--- config.mk ---
export PLATFORM = sky130hd
export DESIGN_NAME = dds_multi_dac_ctrl
export DESIGN_NICKNAME = d
export VERILOG_FILES = /design/src/rtl/dds_pkg.sv /design/src/rtl/dds_channel.sv /design/src/rtl/dds_multi_dac_ctrl.sv
export SDC_FILE = /design/constraint.sdc
export NUM_CORES = 1
export LEC_CHECK = 0
export ABC_AREA = 1
export CAP_MARGIN = 0
export CORE_UTILIZATION = 40
export CTS_CLUSTER_SIZE = 20
export DETAILED_ROUTE_END_ITERATION = 7
export PLACE_DENSITY = 0.69
export SLEW_MARGIN = 15
export SYNTH_ARGS = -nofsm -noshare
export SYNTH_HDL_FRONTEND = slang
export SYNTH_SLANG_ARGS = --single-unit
--- constraint.sdc ---
create_clock -name clk -period 12.55 [get_ports clk]
set_clock_uncertainty 0.15 [all_clocks]
set_input_delay 3.765 -clock clk [delete_from_list [all_inputs] [get_ports clk]]
set_output_delay 3.765 -clock clk [all_outputs]
set_load 0.02 [all_outputs]
--- src/rtl/dds_pkg.sv ---
// Shared types and helpers for the multi-channel DDS controller:
// waveform modes, front-panel key bit positions and decimal digit weights.
package dds_pkg;

  typedef enum logic [1:0] {
    MODE_TABLE  = 2'd0,
    MODE_SQUARE = 2'd1,
    MODE_SAW    = 2'd2,
    MODE_OFF    = 2'd3
  } mode_e;

  localparam int KEY_UP    = 0;
  localparam int KEY_DOWN  = 1;
  localparam int KEY_LEFT  = 2;
  localparam int KEY_RIGHT = 3;
  localparam int KEY_NEXT  = 4;

  // Weight of display digit idx; idx 5 is the units digit.
  function automatic logic [19:0] pow10(input logic [2:0] idx);
    logic [19:0] w;
    case (idx)
      3'd0:    w = 20'd100000;
      3'd1:    w = 20'd10000;
      3'd2:    w = 20'd1000;
      3'd3:    w = 20'd100;
      3'd4:    w = 20'd10;
      3'd5:    w = 20'd1;
      default: w = 20'd1;
    endcase
    return w;
  endfunction

endpackage

--- src/rtl/dds_channel.sv ---
// One DDS channel: tuning-word register, phase accumulator, and a mode mux whose
// computed waveforms are delayed one stage so every mode lines up with the ROM path.
module dds_channel
  import dds_pkg::*;
#(
  parameter int PHASE_W    = 32,
  parameter int ADDR_W     = 11,
  parameter int DATA_W     = 8,
  parameter int FTW_PER_HZ = 86,
  parameter int FREQ_DEF   = 50
) (
  input  logic              clk,
  input  logic              rst_n,
  input  logic [19:0]       freq,
  input  mode_e             mode,
  input  logic [DATA_W-1:0] rom_q,
  output logic [ADDR_W-1:0] rom_addr,
  output logic [DATA_W-1:0] dac
);

  localparam logic [DATA_W-1:0] MID = {1'b1, {(DATA_W-1){1'b0}}};

  logic [PHASE_W-1:0] ftw_r;
  logic [PHASE_W-1:0] phase_r;
  mode_e              mode_d_r;
  logic               sq_d_r;
  logic [DATA_W-1:0]  saw_d_r;
  logic [DATA_W-1:0]  dac_s;

  assign rom_addr = phase_r[PHASE_W-1 -: ADDR_W];

  // Accumulator, tuning word and the alignment stage that parallels the ROM read.
  always_ff @(posedge clk) begin
    if (!rst_n) begin
      ftw_r    <= PHASE_W'(FREQ_DEF * FTW_PER_HZ);
      phase_r  <= '0;
      mode_d_r <= MODE_OFF;
      sq_d_r   <= 1'b0;
      saw_d_r  <= '0;
    end else begin
      ftw_r    <= PHASE_W'(freq) * PHASE_W'(FTW_PER_HZ);
      phase_r  <= phase_r + ftw_r;
      mode_d_r <= mode;
      sq_d_r   <= phase_r[PHASE_W-1];
      saw_d_r  <= phase_r[PHASE_W-1 -: DATA_W];
    end
  end

  // The aligned-stage mode is held at OFF through reset so no stale ROM word
  // reaches the DAC while the address pipeline refills.
  always_comb begin
    dac_s = MID;
    case (mode_d_r)
      MODE_TABLE:  dac_s = rom_q;
      MODE_SQUARE: dac_s = {DATA_W{sq_d_r}};
      MODE_SAW:    dac_s = saw_d_r;
      MODE_OFF:    dac_s = MID;
      default:     dac_s = MID;
    endcase
  end

  // DAC output register.
  always_ff @(posedge clk) begin
    if (!rst_n) begin
      dac <= MID;
    end else begin
      dac <= dac_s;
    end
  end

endmodule

--- src/rtl/dds_multi_dac_ctrl.sv ---
// Multi-channel DDS controller: key edge detection, digit/channel selection,
// per-channel frequency and mode registers, display registers and the channel array.
module dds_multi_dac_ctrl
  import dds_pkg::*;
#(
  parameter int NUM_CH     = 2,
  parameter int PHASE_W    = 32,
  parameter int ADDR_W     = 11,
  parameter int DATA_W     = 8,
  parameter int FTW_PER_HZ = 86,
  parameter int FREQ_MIN   = 50,
  parameter int FREQ_MAX   = 25000,
  parameter int FREQ_DEF   = 50
) (
  input  logic                     clk,
  input  logic                     rst_n,
  input  logic [4:0]               key_i,
  input  logic                     key_mode_i,
  output logic [NUM_CH*ADDR_W-1:0] rom_addr_o,
  input  logic [NUM_CH*DATA_W-1:0] rom_q_i,
  output logic [NUM_CH*DATA_W-1:0] dac_o,
  output logic [19:0]              disp_num_o,
  output logic [5:0]               digit_sel_o,
  output logic [1:0]               ch_sel_o,
  output logic [1:0]               mode_o
);

  localparam int CH_W = 2;

  logic [4:0]      key_prev_r;
  logic [4:0]      key_rise_s;
  logic [2:0]      idx_r;
  logic [CH_W-1:0] ch_sel_r;
  logic [19:0]     freq_r [NUM_CH];
  mode_e           mode_r [NUM_CH];

  logic            up_s, down_s, left_s, right_s, next_s;
  logic [19:0]     weight_s;
  logic [19:0]     freq_sel_s;
  mode_e           mode_sel_s;
  logic [20:0]     sum_s;
  logic [20:0]     floor_s;
  logic            up_ok_s, down_ok_s;
  logic [CH_W-1:0] ch_next_s;

  assign key_rise_s = key_i & ~key_prev_r;
  // Opposing keys pressed together cancel each other.
  assign up_s    = key_rise_s[KEY_UP]    & ~key_rise_s[KEY_DOWN];
  assign down_s  = key_rise_s[KEY_DOWN]  & ~key_rise_s[KEY_UP];
  assign left_s  = key_rise_s[KEY_LEFT]  & ~key_rise_s[KEY_RIGHT];
  assign right_s = key_rise_s[KEY_RIGHT] & ~key_rise_s[KEY_LEFT];
  assign next_s  = key_rise_s[KEY_NEXT];

  assign weight_s  = pow10(idx_r);
  assign sum_s     = {1'b0, freq_sel_s} + {1'b0, weight_s};
  assign floor_s   = {1'b0, weight_s} + 21'(FREQ_MIN);
  assign up_ok_s   = (sum_s <= 21'(FREQ_MAX));
  assign down_ok_s = ({1'b0, freq_sel_s} >= floor_s);
  assign ch_next_s = (ch_sel_r == CH_W'(NUM_CH - 1)) ? 2'd0 : ch_sel_r + 2'd1;

  // Selected-channel view of the frequency and mode arrays.
  always_comb begin
    freq_sel_s = 20'd0;
    mode_sel_s = MODE_TABLE;
    for (int c = 0; c < NUM_CH; c++) begin
      freq_sel_s = (ch_sel_r == CH_W'(c)) ? freq_r[c] : freq_sel_s;
      mode_sel_s = (ch_sel_r == CH_W'(c)) ? mode_r[c] : mode_sel_s;
    end
  end

  // Front-panel state: key history, digit cursor, channel select, freq/mode per channel.
  always_ff @(posedge clk) begin
    key_prev_r <= key_i;
    if (!rst_n) begin
      idx_r    <= 3'd5;
      ch_sel_r <= 2'd0;
      for (int c = 0; c < NUM_CH; c++) begin
        freq_r[c] <= 20'(FREQ_DEF);
        mode_r[c] <= MODE_TABLE;
      end
    end else begin
      if (left_s) begin
        idx_r <= (idx_r == 3'd0) ? 3'd5 : idx_r - 3'd1;
      end else if (right_s) begin
        idx_r <= (idx_r == 3'd5) ? 3'd0 : idx_r + 3'd1;
      end
      for (int c = 0; c < NUM_CH; c++) begin
        if (ch_sel_r == CH_W'(c)) begin
          if (up_s && up_ok_s) begin
            freq_r[c] <= freq_r[c] + weight_s;
          end else if (down_s && down_ok_s) begin
            freq_r[c] <= freq_r[c] - weight_s;
          end
          if (next_s && key_mode_i) begin
            mode_r[c] <= mode_e'(mode_r[c] + 2'd1);
          end
        end
      end
      if (next_s && !key_mode_i) begin
        ch_sel_r <= ch_next_s;
      end
    end
  end

  // Display and status registers, one clock behind the state they report.
  always_ff @(posedge clk) begin
    if (!rst_n) begin
      disp_num_o  <= 20'(FREQ_DEF);
      digit_sel_o <= 6'b000001;
      ch_sel_o    <= 2'd0;
      mode_o      <= 2'd0;
    end else begin
      disp_num_o  <= freq_sel_s;
      digit_sel_o <= 6'd1 << (3'd5 - idx_r);
      ch_sel_o    <= ch_sel_r;
      mode_o      <= mode_sel_s;
    end
  end

  for (genvar g = 0; g < NUM_CH; g++) begin : g_ch
    dds_channel #(
      .PHASE_W   (PHASE_W),
      .ADDR_W    (ADDR_W),
      .DATA_W    (DATA_W),
      .FTW_PER_HZ(FTW_PER_HZ),
      .FREQ_DEF  (FREQ_DEF)
    ) u_ch (
      .clk     (clk),
      .rst_n   (rst_n),
      .freq    (freq_r[g]),
      .mode    (mode_r[g]),
      .rom_q   (rom_q_i[g*DATA_W +: DATA_W]),
      .rom_addr(rom_addr_o[g*ADDR_W +: ADDR_W]),
      .dac     (dac_o[g*DATA_W +: DATA_W])
    );
  end

endmodule
; ---- Word level (Yosys, flattened, before mapping)
; Memories as Yosys holds them, arrays and structs flattened.
; Index checks and enable logic that the tools add are counted.
; W data, S select, Z words.
[totals]
regBits = 206
out_inout_bits = 68
word_cells = 121
mem_count = 2
mem_bits_rw = 44
[memory_table]
columns = memory, words, word_bits, rd, rd_clocked_by_memory_dff, wr, line_no
row1 = freq_r, 2, 20, 2, 0, 2, dds_multi_dac_ctrl.sv:34  ; logic [19:0] freq_r [NUM_CH];
row2 = mode_r, 2, 2, 2, 0, 2, dds_multi_dac_ctrl.sv:35  ; mode_e mode_r [NUM_CH];
[classes]
n_reduce_logical = 10
mul = 2
mux = 41
n_eq_ne = 12
bitwise_logic = 16
order_cmp = 2
shifts = 1
add_sub_neg = 14
[ops]
columns = cell, n
row1 = $mux W20, 6
row2 = $pmux W17 S5, 1
row3 = $add A32 B32 Y32, 2
row4 = $pmux W8 S4, 2
row5 = $mul A20 B6 Y26 const B, 2
row6 = $add A20 B20 Y20, 2
row7 = $sub A20 B20 Y20, 2
row8 = $mux W1, 23
row9 = $add A20 B20 Y21, 1
row10 = $add A20 B6 Y21 const B, 1
row11 = $ge A20 B21 Y1, 1
row12 = $le A21 B15 Y1 const B, 1
row13 = $mux W3, 4
row14 = $mux W2, 5
row15 = $eq A2 B2 Y1 const B, 4
row16 = $add A2 B1 Y2 const B, 3
row17 = $eq A2 B1 Y1 const B, 3
row18 = $eq A3 B2 Y1 const B, 2
row19 = $eq A3 B3 Y1 const B, 2
row20 = $logic_not A2 Y1, 3
row21 = $or A1 B1 Y1, 6
row22 = $shl A1 B3 Y6 const A, 1
row23 = $and A5 B5 Y5, 1
row24 = $not A5 Y5, 1
row25 = 10 further kinds, 19

; ---- Logic depth before layout (Yosys ltp)
; Gate-level depths: netlist of run 1.
[depth]
word_depth = 12
depth_mapped = 36
mapped_depth_nobuf = 36

; ---- Hierarchy
; Synthesis of run 1 repeated with hierarchy kept, for this count alone.
[unflattened]
cells_unflattened = 3361
hier_area_um2 = 22421.5
[by_module_without_submodules]
columns = mod, cells_per_inst, area_per_inst_um2, n_inst, seq_area_each_um2
row1 = dds_multi_dac_ctrl, 1124, 7835.0, 1, 2122.0
row2 = dds_channel (g_ch[1].u_ch), 1125, 7322.0, 1, 1501.4
row3 = dds_channel (g_ch[0].u_ch), 1112, 7264.5, 1, 1501.4

; ---- Least setup slack after synthesis of run 1
; No wires, ideal clock.
[synth_timing]
kind = in2reg
from = in rst_n
to = mem freq_r[0][16] (data pin)
cell_stages = 22
t_required_ns = 12.151
path_slack_ns = 5.492
arrival_ns = 6.659
setup_time_ns = 0.249
path_cell_list = clkbuf_1 -> inv_2 -> nor2_1 -> nand2_1 -> clkbuf_1 -> nand2_1 -> o21ai_0 -> ha_1 -> a21oi_1 -> o21ai_0 -> a21o_1 -> a31oi_1 -> o21ai_0 -> nand3_1 -> nand2_1 -> nand3_1 -> nand2_1 -> nand2_1 -> nand2_1 -> or2_2 -> nand3_2 -> inv_1
[synth_lines]
columns = element, line_no
row1 = "start, declared", dds_multi_dac_ctrl.sv:16  ; input logic rst_n,
row2 = "end, declared", dds_multi_dac_ctrl.sv:34

==> results.toml, run 1 <==
[synthesis]
synthTopCellsByArea = "dfxtp_1, ha_1, inv_1"
ys_async_sr_fraction = 0
yosys.area.top_type = "dfxtp_1"
syn_avg_cell_area_um2 = 7.53
ys.flop_type = "dfxtp_1"
ys_top_cells_by_count = "inv_1, nand2_1, ha_1, a21oi_1, dfxtp_1"
synth_cell_types = 53
synth_cells = 2596
synthesis.nets = 2972
ys_warn_count = 0
synth_top_area_share = 0.195
synth_most_common_cell = "inv_1"
synth_edf_count = 44
synth_area_um2 = 19500
synth-seq-cells = 234
yosysSeqAreaShare = 0.262

[min_path]
hp-class = "reg2reg"
whs_endpoint = "g_ch[1].u_ch.saw_d_r[0]"
hold_path_depth = 2
hp-start = "g_ch[1].u_ch.phase_r[24]"

[route]
avgRoutedWirePerCell_um = 14.8
drt_first_pass_iters = 5
drt_wl_total_mm = 48.8
ant_nets = 0
vias = 16700
dr.first_iter.drc_count = 874
vias_per_cell = 5.06
drc_errors = 0

[cts]
cts_setup_buffers = 0
clk_pin_slew_ps = 60
cts_root_buffer = "clkbuf_16"
cts_inserted_buffers = 28
clockBufferDepth = 3
postCtsHoldBufs = 0
insertion_delay_ps = 580
postCtsResizedCells = 0
cts_sinks = 234
ctsHtreeMaxLevel = 1
cts_tree = "built"

[finish]
diodes = 0
final_nets = 3035
design_area_um2 = 21900
area.growth.synth_to_final_pct = 12.1
drive_gt1_frac = 0.0463
nFillCells = 4783

[placed_design]
place_area_um2 = 20900
gp_congestion = 0.904
numPortBuffers = 91
hpwlAfterDp_mm = 38.6

[power_and_ir_drop]
switching_share = 0.425
p_switching_mw = 1.60
p_comb_frac = 0.500
power_frac_clock = 0.231
pwr-share-seq = 0.269
p_int_mw = 2.17
irDropWorstVdd_v = 0.000109
power.density_nw_per_um2 = 172
leakagePower_nw = 11.3

[sta]
setup_viol = 0
rsz0062_at_grt = "false"
period_needed_ps = 7690
timing.fmax_ghz = 0.130
worstMarginPinSlew_ps = 1090
finalHoldViolCount = 0
fin_setup_tns_ps = 0
slew_viol_final = 0
finalCritPeriodShare = 0.613
maxSlewHeadroom = 0.273

[global_route]
grt_pass1_wl_mm = 80.2
antenna_found_initial = 0
first_global_vias = 16500
grt_max_degree = 85
grt_util_all_layers = 0.196
grt_overflow = 0

[floorplanning]
ios = 92
die_x_um = 223
die_h_um = 223
start_util = 0.407
die-area_um2 = 49700
rows = 80
core_um2 = 47900

[setup_path]
r2r_cells = 35
crit_arrival_ps = 7880
critical_path_class = "in2reg"
cp_slowest_cell = "nand2_1"
reg2reg_slack_ps = 5570
crit_required_ps = 12740
path_buf_inv = 4
worstSetupStartpointType = "primary input"
critPathTopFamily = "simple AND/OR/NAND/NOR gates"
critPathMostFrequentCell = "nand2_1"
crit_chain = "clkdlybuf4s50_1 > inv_1 > nor2_1 > o21ai_0 > nor2_1 > nand2_1 > nand2_1 > xor2_1 > inv_1 > ha_1 > a21oi_1 > o21ai_0 > a21o_1 > a31oi_1 > o21ai_0 > nand3_1 > nand2_1 > nand3_1 > nand2_1 > nand2_1 > nand2_1 > or2_2 > nand3_2 > inv_1"
rr_endpoint = "freq_r[0][16]"
worst_setup_path_end_kind = "register"
critPathMaxStageDelay_ps = 510
critical_path.max_fanout = 19
r2r_start = "idx_r[1]"

[job]
maxCapViolCount = 0

[outcome]
status = "finished clean"
## per-stage QoR
stage / setup WS (ps) / power, mW / std cells / hold WS, ps / util
after floorplan: 5490 / 2.47 / 2596 / 284 / -
after global placement: 4390 / 2.84 / 3244 / 300 / 0.436
after detailed placement: 4330 / 2.89 / 3244 / 314 / 0.436
after CTS: 4940 / 3.79 / 3295 / 324 / 0.457
after global routing: 4570 / 4.12 / 3295 / 343 / 0.457
final: 4860 / 3.76 / 3295 / 314 / 0.457
## power groups by stage
| stage | clock network, mW | logic [mW] | registers [mW] |
|---|---|---|---|
| 2_1_floorplan | 0 | 1.47 | 1.00 |
| 3_3_place_gp | 0 | 1.81 | 1.03 |
| 3_5_place_dp | 0 | 1.86 | 1.03 |
| 4_1_cts | 0.893 | 1.88 | 1.01 |
| 5_1_grt | 0.922 | 2.17 | 1.03 |
| 6_report | 0.869 | 1.88 | 1.01 |
## worst register-to-register path, delay by kind of cell (launching register included)
kind / cells / cell delay, ps
buffers and inverters: 5 / 750
AO/OA/AOI/OAI: 9 / 1560
flip-flops: 1 / 370
XOR/XNOR: 2 / 330
AND/OR/NAND/NOR: 15 / 2260
adder cells (fa/ha/maj): 4 / 1310
## routing by layer
metal / GRT usage / up-vias / share of wire
li1: - / 8597 / -
met1: 0.253 / 7671 / 0.47
met2: 0.336 / 333 / 0.46
met3: 0.0252 / 77 / 0.043
met4: 0.0687 / 0 / 0.035
met5: 0 / - / 0
## flip-flops by register name, indices dropped and copies added (netlist names)
signal,count
g_ch.u_ch.phase_r,62
digit_sel_o,6
freq_r,40
mode_r,4
g_ch.u_ch.dac,16
key_prev_r,5
ch_sel_o,2
g_ch.u_ch.mode_d_r,4
ch_sel_r,2
g_ch.u_ch.saw_d_r,16
mode_o,2
g_ch.u_ch.ftw_r,52
idx_r,3
disp_num_o,20
## cell type report
cell class,instances,area [um^2],area share
inverters,489,1840,0.0838
clock buffers,37,805,0.0367
flip-flops and latches,234,5120,0.234
clock inverters,14,208,0.00948
multi-input cells,1813,12200,0.559
repair buffers,93,923,0.0422
well taps,615,769,0.0351
## layout by cell type (no fill, tap or decap), types with 48 or more instances in the layout
master,instances
dfxtp_1,190
inv_1,477
fa_1,72
nor2_1,151
nand2_1,473
nand3_1,119
ha_1,280
xor2_1,48
a21oi_1,261
clkdlybuf4s50_1,90
o21ai_0,163
## how the worst max path moves through the flow
| stage | start | end | slack (ps) | cells after the start |
|---|---|---|---|---|
| after global routing | key_i[1] | freq_r[0][16] | 4570 | 24 |
| after floorplan | rst_n | freq_r[0][16] | 5490 | 22 |
| after detailed placement | key_i[1] | freq_r[0][16] | 4330 | 24 |
| after CTS | key_i[1] | freq_r[0][16] | 4940 | 24 |
| final | key_i[1] | freq_r[0][16] | 4860 | 24 |
| after global placement | key_i[1] | freq_r[0][16] | 4390 | 24 |
## cell families after synthesis
group	count (synthesis)	share of synthesized area
buffers and inverters	549	0.111
AND/OR/NAND/NOR	848	0.186
AO/OA/AOI/OAI	556	0.161
flip-flops	234	0.262
XOR/XNOR	57	0.0256
adder cells (fa/ha/maj)	352	0.253
No activity file was read; power rests on OpenSTA's default activity.
==> inputs of run 2 (changes only) <==
- PLACE_DENSITY: 0.69 -> 0.71
- clock period: 12.55 -> 7 ns (I/O delays scaled with it)
==> results.toml, run 2 (same netlist as run 1, synthesis figures left out) <==
[route]
drc_errors = 0
dr.first_iter.drc_count = 1130
drt_first_pass_iters = 5
avgRoutedWirePerCell_um = 14.1
vias = 16500
ant_nets = 0
drt_wl_total_mm = 46.5
vias_per_cell = 5.01

[finish]
final_cells = 3302
design_area_um2 = 21900
final_nets = 3042
mostFrequentLayoutCell = "inv_1"
diodes = 0
largest_reg_flops = 62
drive_gt1_frac = 0.0480
top_register = "g_ch.u_ch.phase_r"
layout_common_cells = "inv_1, nand2_1, ha_1"
area.growth.synth_to_final_pct = 12.1
top_regs = "g_ch.u_ch.phase_r x62, g_ch.u_ch.ftw_r x52, freq_r x40"

[cts]
postCtsHoldBufs = 0
insertion_delay_ps = 590
cts_root_buffer = "clkbuf_16"
cts_tree = "built"
clockBufferDepth = 3
ctsHtreeMaxLevel = 1
cts_inserted_buffers = 29
cts_sinks = 234
postCtsResizedCells = 0
clk_pin_slew_ps = 60
cts_setup_buffers = 0

[sta]
rsz0062_at_grt = "false"
timing.fmax_ghz = 0.161
setup_slack_ps = 789
hold_ws_ps = 319
finalHoldViolCount = 0
worstMarginPinSlew_ps = 994
period_needed_ps = 6210
finalCritPeriodShare = 0.887
setup_viol = 0
slew_viol_final = 0
maxSlewHeadroom = 0.336
fin_setup_tns_ps = 0

[placed_design]
place_area_um2 = 20900
numPortBuffers = 91
hpwlAfterDp_mm = 36.5
numPlacedInstances = 3250
pre_cts_ws_ps = 866
gp_congestion = 0.950

[setup_path]
worst_setup_path_end_kind = "register"
cp_slowest_cell = "dfxtp_1"
reg2reg_slack_ps = 790
worstSetupStartpointType = "register"
crit_arrival_ps = 6400
r2r_start = "idx_r[1]"
critical_path_class = "reg2reg"
critPathMaxStageDelay_ps = 360
critical_path.max_fanout = 14
critPathMostFrequentCell = "nand2_1"
worst-path-stages = 35
rr_endpoint = "freq_r[0][16]"
path_buf_inv = 5
r2r_cells = 35
crit_required_ps = 7190
critPathTopFamily = "simple AND/OR/NAND/NOR gates"

[floorplanning]
rows = 80
core_um2 = 47900
start_util = 0.407
die-area_um2 = 49700
ios = 92
die_x_um = 223
die_h_um = 223

[min_path]
hold_path_depth = 2
hp-class = "reg2reg"
whs_endpoint = "g_ch[1].u_ch.saw_d_r[0]"
hp-start = "g_ch[1].u_ch.phase_r[24]"

[global_route]
grt_overflow = 0
grt_max_degree = 67
grt_util_all_layers = 0.190
first_global_vias = 15800
grt_pass1_wl_mm = 77.8
antenna_found_initial = 0

[power_and_ir_drop]
irDropWorstVdd_v = 0.000173
leakagePower_nw = 11.3
power.density_nw_per_um2 = 304

[job]
maxCapViolCount = 0

[outcome]
status = "finished clean"
==> run 2: area by class of cell <==
cell class	count	area, um^2
clock buffers	41	842
clock inverters	11	125
fillers	4755	26000
inverters	489	1840
multi-input cells	1813	12200
flip-flops and latches	234	5120
well taps	615	769
repair buffers	99	968
==> run 2: per-layer routing <==
layer	part of all wire	global-route usage
met1	0.47	0.255
met2	0.43	0.308
met3	0.059	0.0296
met4	0.036	0.0670
met5	0	0.00587
==> run 2: worst reg2reg max path, delay by kind of cell, from the launching register on <==
family,cells,cell delay [ps]
AND/OR/NAND/NOR,15,1700
AO/OA/AOI/OAI,10,1470
buffers and inverters,5,840
XOR/XNOR,1,170
adder cells (fa/ha/maj),4,1240
flip-flops,1,360
==> run 2: how the worst max path moves through the flow <==
stage	to	startpoint	slack, ps
after global routing	freq_r[0][16]	idx_r[1]	270
after global placement	freq_r[0][16]	key_i[1]	870
after CTS	freq_r[0][16]	idx_r[1]	840
after floorplan	freq_r[0][16]	idx_r[1]	1590
final	freq_r[0][16]	idx_r[1]	790
after detailed placement	freq_r[0][16]	key_i[1]	870
==> run 2: metrics by stage <==
| step | util | power [mW] |
|---|---|---|
| detailed placement | 0.437 | 5.16 |
| CTS | 0.457 | 6.71 |
| global route | 0.457 | 7.33 |
| floorplan | - | 4.43 |
| finish | 0.457 | 6.67 |
| global placement | 0.437 | 5.11 |
==> run 2: report_power, final <==
part | internal, mW | switching [mW] | total [mW]
clock network | 0.910 | 0.596 | 1.51
registers | 1.66 | 0.157 | 1.82
logic | 1.26 | 2.08 | 3.34
total | 3.83 | 2.83 | 6.67
==> inputs of run 3 (changes only) <==
- CTS_CLUSTER_SIZE: 20 -> 25
- SKIP_CTS_REPAIR_TIMING: default -> 1
==> results of run 3 <==
Same layout as run 2: the final DEF is identical, and so are final timing and power.
